[src/rtl/gray_seq_pkg.sv]
// Shared definitions for the Gray-sequence decoder: code constants, FSM encoding
// and the Gray-code-to-index mapping.
package gray_seq_pkg;

    localparam logic [2:0] S0 = 3'b000;
    localparam logic [2:0] S1 = 3'b100;
    localparam logic [2:0] S2 = 3'b110;
    localparam logic [2:0] S3 = 3'b111;
    localparam logic [2:0] S4 = 3'b101;
    localparam logic [2:0] S5 = 3'b001;
    localparam logic [2:0] S6 = 3'b011;
    localparam logic [2:0] S7 = 3'b010;

    typedef enum logic {
        SYNC  = 1'b0,
        TRACK = 1'b1
    } state_t;

    function automatic logic [2:0] code_to_idx(input logic [2:0] code);
        logic [2:0] idx;
        idx = '0;
        case (code)
            S0: idx = 3'd0;
            S1: idx = 3'd1;
            S2: idx = 3'd2;
            S3: idx = 3'd3;
            S4: idx = 3'd4;
            S5: idx = 3'd5;
            S6: idx = 3'd6;
            S7: idx = 3'd7;
            default: idx = '0;
        endcase
        return idx;
    endfunction

endpackage

[src/rtl/gray_seq_decoder_if.sv]
// Bundles the Gray-code input, clear and all decoder outputs; the decoder is the slave.
interface gray_seq_decoder_if #(
    parameter int POS_W  = 16,
    parameter int ERRC_W = 8
);
    logic [2:0]              code;
    logic                    clr;
    logic signed [POS_W-1:0] pos;
    logic [2:0]              idx;
    logic                    dir;
    logic                    step_valid;
    logic                    err;
    logic [ERRC_W-1:0]       err_cnt;
    logic                    locked;

    modport master (
        output code, clr,
        input  pos, idx, dir, step_valid, err, err_cnt, locked
    );

    modport slave (
        input  code, clr,
        output pos, idx, dir, step_valid, err, err_cnt, locked
    );
endinterface

[src/rtl/bit_sync.sv]
// Multi-flop synchronizer for an asynchronous bus, with a fill flag that marks when
// the last stage holds a value actually sampled since reset.
module bit_sync #(
    parameter int WIDTH  = 3,
    parameter int STAGES = 2
) (
    input  logic             clk,
    input  logic             rst_n,
    input  logic [WIDTH-1:0] d,
    output logic [WIDTH-1:0] q,
    output logic             valid
);

    logic [WIDTH-1:0]  stage [STAGES];
    logic [STAGES-1:0] fill;

    always_ff @(posedge clk) begin
        if (!rst_n) begin
            for (int unsigned i = 0; i < STAGES; i++) begin
                stage[i] <= '0;
            end
            fill <= '0;
        end else begin
            stage[0] <= d;
            for (int unsigned i = 1; i < STAGES; i++) begin
                stage[i] <= stage[i-1];
            end
            fill <= {fill[STAGES-2:0], 1'b1};
        end
    end

    assign q     = stage[STAGES-1];
    assign valid = fill[STAGES-1];

endmodule

[src/rtl/gray_seq_decoder.sv]
// Decodes a synchronized 3-bit Gray step sequence into a signed position, direction,
// step pulses and an error count for illegal jumps.
module gray_seq_decoder
    import gray_seq_pkg::*;
#(
    parameter int POS_W       = 16,
    parameter int SYNC_STAGES = 2,
    parameter int ERRC_W      = 8
) (
    input  logic               clk,
    input  logic               rst_n,
    gray_seq_decoder_if.slave  bus
);

    localparam logic signed [POS_W-1:0] POS_ONE  = 1;
    localparam logic [ERRC_W-1:0]       ERRC_ONE = 1;

    logic [2:0]              code_s;
    logic                    code_v;
    logic [2:0]              new_idx;
    logic [2:0]              delta;

    state_t                  state;
    logic signed [POS_W-1:0] pos_q;
    logic [2:0]              idx_q;
    logic                    dir_q;
    logic                    step_q;
    logic                    err_q;
    logic [ERRC_W-1:0]       errc_q;
    logic                    locked_q;

    bit_sync #(
        .WIDTH  (3),
        .STAGES (SYNC_STAGES)
    ) u_sync (
        .clk   (clk),
        .rst_n (rst_n),
        .d     (bus.code),
        .q     (code_s),
        .valid (code_v)
    );

    // 3-bit subtraction wraps naturally, so 7->0 gives 1 and 0->7 gives 7.
    always_comb begin
        new_idx = code_to_idx(code_s);
        delta   = new_idx - idx_q;
    end

    always_ff @(posedge clk) begin
        if (!rst_n) begin
            state    <= SYNC;
            pos_q    <= '0;
            idx_q    <= '0;
            dir_q    <= 1'b0;
            step_q   <= 1'b0;
            err_q    <= 1'b0;
            errc_q   <= '0;
            locked_q <= 1'b0;
        end else begin
            step_q <= 1'b0;
            err_q  <= 1'b0;
            case (state)
                SYNC: begin
                    if (code_v) begin
                        idx_q    <= new_idx;
                        locked_q <= 1'b1;
                        state    <= TRACK;
                    end
                end
                TRACK: begin
                    case (delta)
                        3'd0: ;
                        3'd1: begin
                            pos_q  <= pos_q + POS_ONE;
                            dir_q  <= 1'b0;
                            idx_q  <= new_idx;
                            step_q <= 1'b1;
                        end
                        3'd7: begin
                            pos_q  <= pos_q - POS_ONE;
                            dir_q  <= 1'b1;
                            idx_q  <= new_idx;
                            step_q <= 1'b1;
                        end
                        default: begin
                            err_q <= 1'b1;
                            idx_q <= new_idx;
                            if (errc_q != '1) begin
                                errc_q <= errc_q + ERRC_ONE;
                            end
                        end
                    endcase
                end
                default: state <= SYNC;
            endcase
            // Clear wins over any same-cycle step or error on the counters only.
            if (bus.clr) begin
                pos_q  <= '0;
                errc_q <= '0;
            end
        end
    end

    assign bus.pos        = pos_q;
    assign bus.idx        = idx_q;
    assign bus.dir        = dir_q;
    assign bus.step_valid = step_q;
    assign bus.err        = err_q;
    assign bus.err_cnt    = errc_q;
    assign bus.locked     = locked_q;

endmodule

[src/flat_wrapper.sv]
// flat-port wrapper written by rule: the top's interface ports become plain ports
module gray_seq_decoder_flat import gray_seq_pkg::*;
#(
    parameter int POS_W       = 16,
    parameter int SYNC_STAGES = 2,
    parameter int ERRC_W      = 8
)
  (clk, rst_n, bus_code, bus_clr, bus_pos, bus_idx, bus_dir, bus_step_valid, bus_err, bus_err_cnt, bus_locked);
  gray_seq_decoder_if #(.POS_W(POS_W), .ERRC_W(ERRC_W)) bus_i ();
  input  logic clk;
  input  logic rst_n;
  input wire logic [$bits(bus_i.code)-1:0] bus_code;
  input wire logic [$bits(bus_i.clr)-1:0] bus_clr;
  output wire logic [$bits(bus_i.pos)-1:0] bus_pos;
  output wire logic [$bits(bus_i.idx)-1:0] bus_idx;
  output wire logic [$bits(bus_i.dir)-1:0] bus_dir;
  output wire logic [$bits(bus_i.step_valid)-1:0] bus_step_valid;
  output wire logic [$bits(bus_i.err)-1:0] bus_err;
  output wire logic [$bits(bus_i.err_cnt)-1:0] bus_err_cnt;
  output wire logic [$bits(bus_i.locked)-1:0] bus_locked;
  assign bus_i.code = bus_code;
  assign bus_i.clr = bus_clr;
  assign bus_pos = bus_i.pos;
  assign bus_idx = bus_i.idx;
  assign bus_dir = bus_i.dir;
  assign bus_step_valid = bus_i.step_valid;
  assign bus_err = bus_i.err;
  assign bus_err_cnt = bus_i.err_cnt;
  assign bus_locked = bus_i.locked;
  gray_seq_decoder #(.POS_W(POS_W), .SYNC_STAGES(SYNC_STAGES), .ERRC_W(ERRC_W)) u_core (.clk(clk), .rst_n(rst_n), .bus(bus_i));
endmodule
[config.mk]
export PLATFORM = sky130hd
export DESIGN_NAME = gray_seq_decoder_flat
export DESIGN_NICKNAME = d
export VERILOG_FILES = /design/src/rtl/gray_seq_pkg.sv /design/src/rtl/gray_seq_decoder_if.sv /design/src/rtl/bit_sync.sv /design/src/rtl/gray_seq_decoder.sv /design/src/flat_wrapper.sv
export SDC_FILE = /design/constraint.sdc
export NUM_CORES = 1
export LEC_CHECK = 0
export CORE_MARGIN = 1.5
export CORE_UTILIZATION = 38
export DETAILED_ROUTE_END_ITERATION = 6
export GPL_ROUTABILITY_DRIVEN = 0
export PLACE_DENSITY_LB_ADDON = 0.08
export REMOVE_ABC_BUFFERS = 1
export SYNTH_ARGS = -nofsm -noshare
export SYNTH_HDL_FRONTEND = slang
export SYNTH_SLANG_ARGS = --single-unit
[constraint.sdc]
create_clock -name clk -period 9.4 [get_ports clk]
set_input_delay 0.94 -clock clk [delete_from_list [all_inputs] [get_ports clk]]
set_output_delay 0.94 -clock clk [all_outputs]
set_load 0.01 [all_outputs]
==> results.cfg, run 1 <==
[cts]
clk_path_buf_depth = 2
clkSlewWorstSetupHoldPaths_ns = 0.08
root_buffer = clkbuf_8
tritoncts = yes
cts_buffers = 5
cts_sinks = 40
cts_hold_buf = 0
cts_resized = 0
cts_setup_buffers = 0
clk_latency_ns = 0.30
cts-htree-levels = 2

[flow_run]
drv_cap = 0

[sta]
relSlewSlack_pct = 46.9
final.min_clock_period_ns = 4.18
tightest_slew_ns = 0.796
fin_crit_sh_pct = 44.5
tns_ns = 0
drv_slew = 0
fmax_mhz = 239
final_hold_viol_count = 0
rsz0062_at_grt = no
skew_ns = 0.00880
setup_viol = 0

[yosys]
synth_compound_area_share_pct = 19.5
ys.flop_type = dfxtp_1
synth_top_family_by_area = simple AND/OR/NAND/NOR gates
ys_ff_latch = 40
synth.cell_area_um2 = 2390
yosys.area_share.simple_pct = 26.1
synthAdderAreaFrac_pct = 10.0
yosys_warnings = 0
async_reset_ff_share_pct = 0
synth_edf_count = 0
synth_cell_types = 54
synth_cells = 283
synth_xor_area_share_pct = 6.48
ys_seq_area_share_pct = 33.4
syn_avg_cell_area_um2 = 8.46
muxShareOfSynthArea_pct = 1.67

[floorplan]
fp.dieW_um = 82.4
die_y_um = 82.4
num_rows = 28
start_util_pct = 40.0
core_area_um2 = 5990
num_io_pins = 37
dieArea_um2 = 6790

[global_route]
grt_usage_pct = 17.9
grt_pass1_vias = 1888
grt_pass1_wl_um = 9360
grt_max_degree = 20
grt_remaining_overflow = 0
antenna_found_initial = 0

[cells_and_area]
fin_util_pct = 49.3
num-nets-final = 343
diodes = 0
drive_gt1_share_pct = 7.50
final_common_cell = dfxtp_1
final_cells = 395
syn2layout_area_growth_pct = 23.2
layout_common_cells = dfxtp_1 (40), clkdlybuf4s50_1 (36), nand2_1 (34)

[critical_path]
crit_slowest_cell = fa_1
setup.worst_path.start_class = register
end_kind = register
path_depth = 16
worstReg2RegEnd = u_core.bus.pos[12]
setup.worst_path.start = u_core.u_sync.stage[0][5]
cp_slowest_stage_delay_ns = 0.40
reg2reg_slack_ns = 5.22
crit_chain = xor2_1 > xnor2_1 > ha_1 > inv_1 > fa_1 > xnor2_1 > and3_1 > nor4b_4 > buf_4 > ha_1 > a211oi_2 > o21bai_1 > a221o_1 > a211o_1 > or3_1 > nand3_1
crit_type = register to register
crit_end = u_core.bus.pos[12]
r2r_cells = 16
crit_arrival_ns = 4.42
cp.required_ns = 9.64
path_delay_family = compound AO/OA/AOI/OAI gates
r2r-start = u_core.u_sync.stage[0][5]
crit_fanout = 19
path_buf_inv = 2

[detailed_routing]
drc = 0
first_iter_violations = 115
route.vias.total = 2061
via_per_inst = 5.22
ant_nets = 0
first_pass_iters = 4
finalWirelength_um = 5480
wl_per_cell_um = 13.9

[hold_path]
hp-class = register to register

[placed_design]
dp_cells = 387
port_buffers = 36
dp_hpwl_um = 3840

[outcome]
status = finished, final reports clean

[power_and_ir_drop]
max-vdd-ir-drop_mv = 0.0690
power_uw = 373
p_leak_uw = 0.00116
cellPowerDensity_nw_per_um2 = 126
## power breakdown
group	leakage (µW)	internal [µW]	switching [µW]
sequential	0.000325	173	2.67
combinational	0.000784	22.5	26.8
clock	0.0000548	80.1	67.6
## final cells by class
class                      instances  area [µm²]
multi-input combinational        228        1540
clock buffer                       5        68.8
clock inverter                     3        46.3
fill                             589        3040
tap                               75        93.8
sequential                        40         801
inverter                           4        15.0
timing repair buffer              40         390
## registers in the layout, indices dropped and copies added, names as in the netlist
register               count
u_core.bus.locked          1
u_core.bus.err_cnt         8
u_core.bus.step_valid      1
u_core.bus.idx             3
u_core.bus.err             1
u_core.u_sync.fill         2
u_core.u_sync.stage        6
u_core.bus.pos            16
u_core.state               1
u_core.bus.dir             1
## worst min path at each step
stage | start | to | slack, ns | cells after the start
after floorplan | u_core.u_sync.fill[0] | u_core.u_sync.fill[1] | 0.41 | 1
after global placement | u_core.u_sync.fill[0] | u_core.u_sync.fill[1] | 0.42 | 1
after detailed placement | u_core.u_sync.stage[0][1] | u_core.u_sync.stage[0][4] | 0.42 | 1
after CTS | u_core.u_sync.stage[0][1] | u_core.u_sync.stage[0][4] | 0.44 | 1
after global routing | u_core.u_sync.stage[0][1] | u_core.u_sync.stage[0][4] | 0.46 | 1
final | u_core.u_sync.stage[0][2] | u_core.u_sync.stage[0][5] | 0.44 | 1
## kinds of logic (layout without fill, tap and decap cells)
group                      count (synthesis)  after routing
xor gates and xnor gates                  16             16
adders and majority gates                 18             18
AOI/OAI and AO/OA                         71             71
buffers and inverters                     15             52
muxes                                      4              4
and+or+nand+nor                          119            119
DFF                                       40             40
## synth_stat cells, types with 3 or more instances
| library cell | number | area (µm²) |
|---|---|---|
| a211o_1 | 3 | 26.3 |
| a211oi_1 | 3 | 22.5 |
| a21o_1 | 6 | 45.0 |
| a21oi_1 | 23 | 115 |
| a31o_2 | 4 | 35.0 |
| a31oi_1 | 3 | 18.8 |
| and2_1 | 10 | 62.6 |
| clkbuf_1 | 7 | 26.3 |
| dfxtp_1 | 40 | 801 |
| ha_1 | 16 | 200 |
| inv_1 | 4 | 15.0 |
| mux2i_1 | 4 | 40.0 |
| nand2_1 | 34 | 128 |
| nand3_1 | 16 | 80.1 |
| nand4_1 | 3 | 18.8 |
| nor2_1 | 21 | 78.8 |
| nor2b_1 | 4 | 25.0 |
| nor3_1 | 5 | 25.0 |
| nor4_1 | 4 | 25.0 |
| o21a_1 | 6 | 45.0 |
| o21ai_0 | 9 | 45.0 |
| o31ai_1 | 3 | 22.5 |
| xnor2_1 | 11 | 96.3 |
| xor2_1 | 4 | 35.0 |
## routing by layer
layer	part of all wire, %	wire length [µm]	track usage, %
met5	0	0	0
met4	1.1	61	5.08
met3	3.5	194	3.74
met2	43	2330	25.9
met1	53	2890	26.6
## metrics by stage
step | hold WS [ns] | instance area, µm² | setup slack, ns
global route | 0.464 | 2950 | 4.92
finish | 0.435 | 2950 | 5.22
detailed placement | 0.421 | 2840 | 5.26
global placement | 0.416 | 2840 | 5.35
CTS | 0.442 | 2950 | 5.21
floorplan | 0.412 | 2340 | 4.86
Note: power is estimated with default switching activity, not from simulation.
==> run 2, diff against run 1 <==
==> constraint.sdc (replaced) <==
create_clock -name clk -period 3.7 [get_ports clk]
set_input_delay 0.37 -clock clk [delete_from_list [all_inputs] [get_ports clk]]
set_output_delay 0.37 -clock clk [all_outputs]
set_load 0.01 [all_outputs]
==> results.cfg, run 2 (synthesized netlist as in run 1, its figures left out) <==
[power_and_ir_drop]
clkPwrFrac_pct = 38.6
comb_power_share_pct = 16.1
cellPowerDensity_nw_per_um2 = 280
p_seq_share_pct = 45.4
p_leak_uw = 0.00136
max-vdd-ir-drop_mv = 0.260
switching_share_pct = 26.7
intPower_uw = 723
power_uw = 986
switching_power_uw = 263

[cts]
clk_latency_ns = 0.30
cts_hold_buf = 0
tritoncts = yes
root_buffer = clkbuf_8
clkSlewWorstSetupHoldPaths_ns = 0.09
cts_sinks = 40
cts_buffers = 5
clk_path_buf_depth = 2
cts-htree-levels = 2

[sta]
skew_ns = 0.00797
drv_slew = 0
final_hold_viol_count = 0
fin_crit_sh_pct = 99.0
rsz0062_at_grt = yes
setup_viol = 0
final.min_clock_period_ns = 3.66
fmax_mhz = 273
relSlewSlack_pct = 48.3
tightest_slew_ns = 0.774

[hold_path]
hold_path_end = u_core.u_sync.stage[0][4]
hp-class = register to register
hp-start = u_core.u_sync.stage[0][1]
hold_path_depth = 1

[detailed_routing]
first_pass_iters = 4
route.vias.total = 2293
ant_nets = 0
finalWirelength_um = 6210
via_per_inst = 5.32
wl_per_cell_um = 14.4
first_iter_violations = 85
drc = 0

[critical_path]
crit_fanout = 5
crit_type = register to register
r2r_cells = 17
crit_slowest_cell = fa_2
worstReg2RegEnd = u_core.bus.pos[12]
reg2reg_slack_ns = 0.04
cp.required_ns = 3.95
cp_slowest_stage_delay_ns = 0.36
end_kind = register
crit_chain = xor2_2 > xnor2_2 > ha_2 > inv_2 > fa_2 > xnor2_2 > and3_4 > nor4b_4 > buf_6 > buf_6 > ha_4 > o21ai_4 > o21bai_2 > a221o_1 > a211o_1 > or3_1 > nand3_1
crit_arrival_ns = 3.91
setup.worst_path.start_class = register
r2r-start = u_core.u_sync.stage[0][3]

[flow_run]
drv_cap = 0

[placed_design]
dp_hpwl_um = 4230
port_buffers = 36
postPlaceCellArea_um2 = 3040

[cells_and_area]
num-nets-final = 379
largest_reg_flops = 16
final_cell_area_um2 = 3520
final_common_cell = dfxtp_1
layout_common_cells = dfxtp_1 (38), clkdlybuf4s50_1 (36), buf_4 (34)
syn2layout_area_growth_pct = 46.9
diodes = 0
drive_gt1_share_pct = 27.0
fin_util_pct = 58.7

[floorplan]
num_io_pins = 37
die_y_um = 82.4
dieArea_um2 = 6790
start_util_pct = 40.0
num_rows = 28
fp.dieW_um = 82.4
core_area_um2 = 5990

[global_route]
grt_pass1_wl_um = 10300
grt_usage_pct = 19.7
grt_max_degree = 19
grt_pass1_vias = 2130
antenna_found_initial = 0
grt_remaining_overflow = 0

[outcome]
status = finished, final reports clean
==> run 2: cell count changes in the layout (fill, tap and decap cells not counted), moves of 5 or more <==
cell	before	now
o21ai_1	0	5
o21ai_0	9	3
buf_4	4	34
buf_6	0	5
ha_1	16	6
ha_4	0	8
==> run 2: critical path, delay by kind of cell (launching register included) <==
family                     cells  cell delay (ns)
AOI/OAI and AO/OA              4             0.85
xor gates and xnor gates       3             0.49
adders and majority gates      3             0.75
buffers and inverters          3             0.34
DFF                            1             0.34
and+or+nand+nor                4             0.84
==> run 2: power by group through the flow <==
stage,Sequential [µW],Combinational (µW),Clock (µW)
after global routing,449,173,405
after CTS,447,149,387
after floorplan,458,82.4,0
after detailed placement,456,137,0
final,447,158,380
after global placement,456,137,0
==> run 2: repair_timing <==
action                                  4_1_cts  5_1_grt
buffers inserted                              4        5
endpoints found under the setup margin        9       11
gates resized for setup                      39       18
pin swaps                                    25       11
==> run 2: how the worst max path moves through the flow <==
stage | slack, ns | cells after the start | startpoint | endpoint
final | 0.04 | 17 | u_core.u_sync.stage[0][3] | u_core.bus.pos[12]
after global routing | -0.12 | 20 | u_core.u_sync.stage[0][5] | u_core.bus.pos[9]
after CTS | -0.1 | 17 | u_core.u_sync.stage[0][5] | u_core.bus.pos[12]
after detailed placement | -0.27 | 17 | u_core.u_sync.stage[0][5] | u_core.bus.pos[12]
after global placement | -0.18 | 17 | u_core.u_sync.stage[0][5] | u_core.bus.pos[12]
after floorplan | -0.84 | 15 | u_core.u_sync.stage[0][5] | u_core.bus.pos[12]
==> run 2: final cells by class <==
type / count / area, µm²
fill: 544 / 2470
multi-input combinational: 228 / 1800
sequential: 40 / 803
timing repair buffer: 76 / 692
tap: 75 / 93.8
clock buffer: 5 / 68.8
clock inverter: 3 / 46.3
inverter: 4 / 15.0
==> run 2: metrics by stage <==
stage	setup slack (ns)	std cells	hold WS, ns	setup TNS [ns]
after floorplan	-0.839	272	0.398	-4.70
after global placement	-0.179	414	0.413	-0.964
after detailed placement	-0.267	414	0.419	-1.45
after CTS	-0.0963	426	0.440	-0.290
after global routing	-0.118	431	0.447	-0.745
final	0.0376	431	0.437	0
==> run 2: metal layers <==
metal	global-route usage, %	vias up	share of wire (%)
li1	-	1169	-
met1	27.4	1079	50
met2	31.6	39	46
met3	3.30	6	3.3
met4	4.92	0	1.0
met5	0	-	0
==> run 3, diff against run 2 <==
--- a/config.mk
+++ b/config.mk
@@ -5,8 +5,10 @@
 export SDC_FILE = /design/constraint.sdc
 export NUM_CORES = 1
 export LEC_CHECK = 0
+export CAP_MARGIN = 20
 export CORE_MARGIN = 1.5
 export CORE_UTILIZATION = 38
+export CTS_CLUSTER_SIZE = 24
 export DETAILED_ROUTE_END_ITERATION = 6
 export GPL_ROUTABILITY_DRIVEN = 0
 export PLACE_DENSITY_LB_ADDON = 0.08
==> results of run 3 <==
Same layout as run 2: the final DEF is identical, and so are final timing and power.
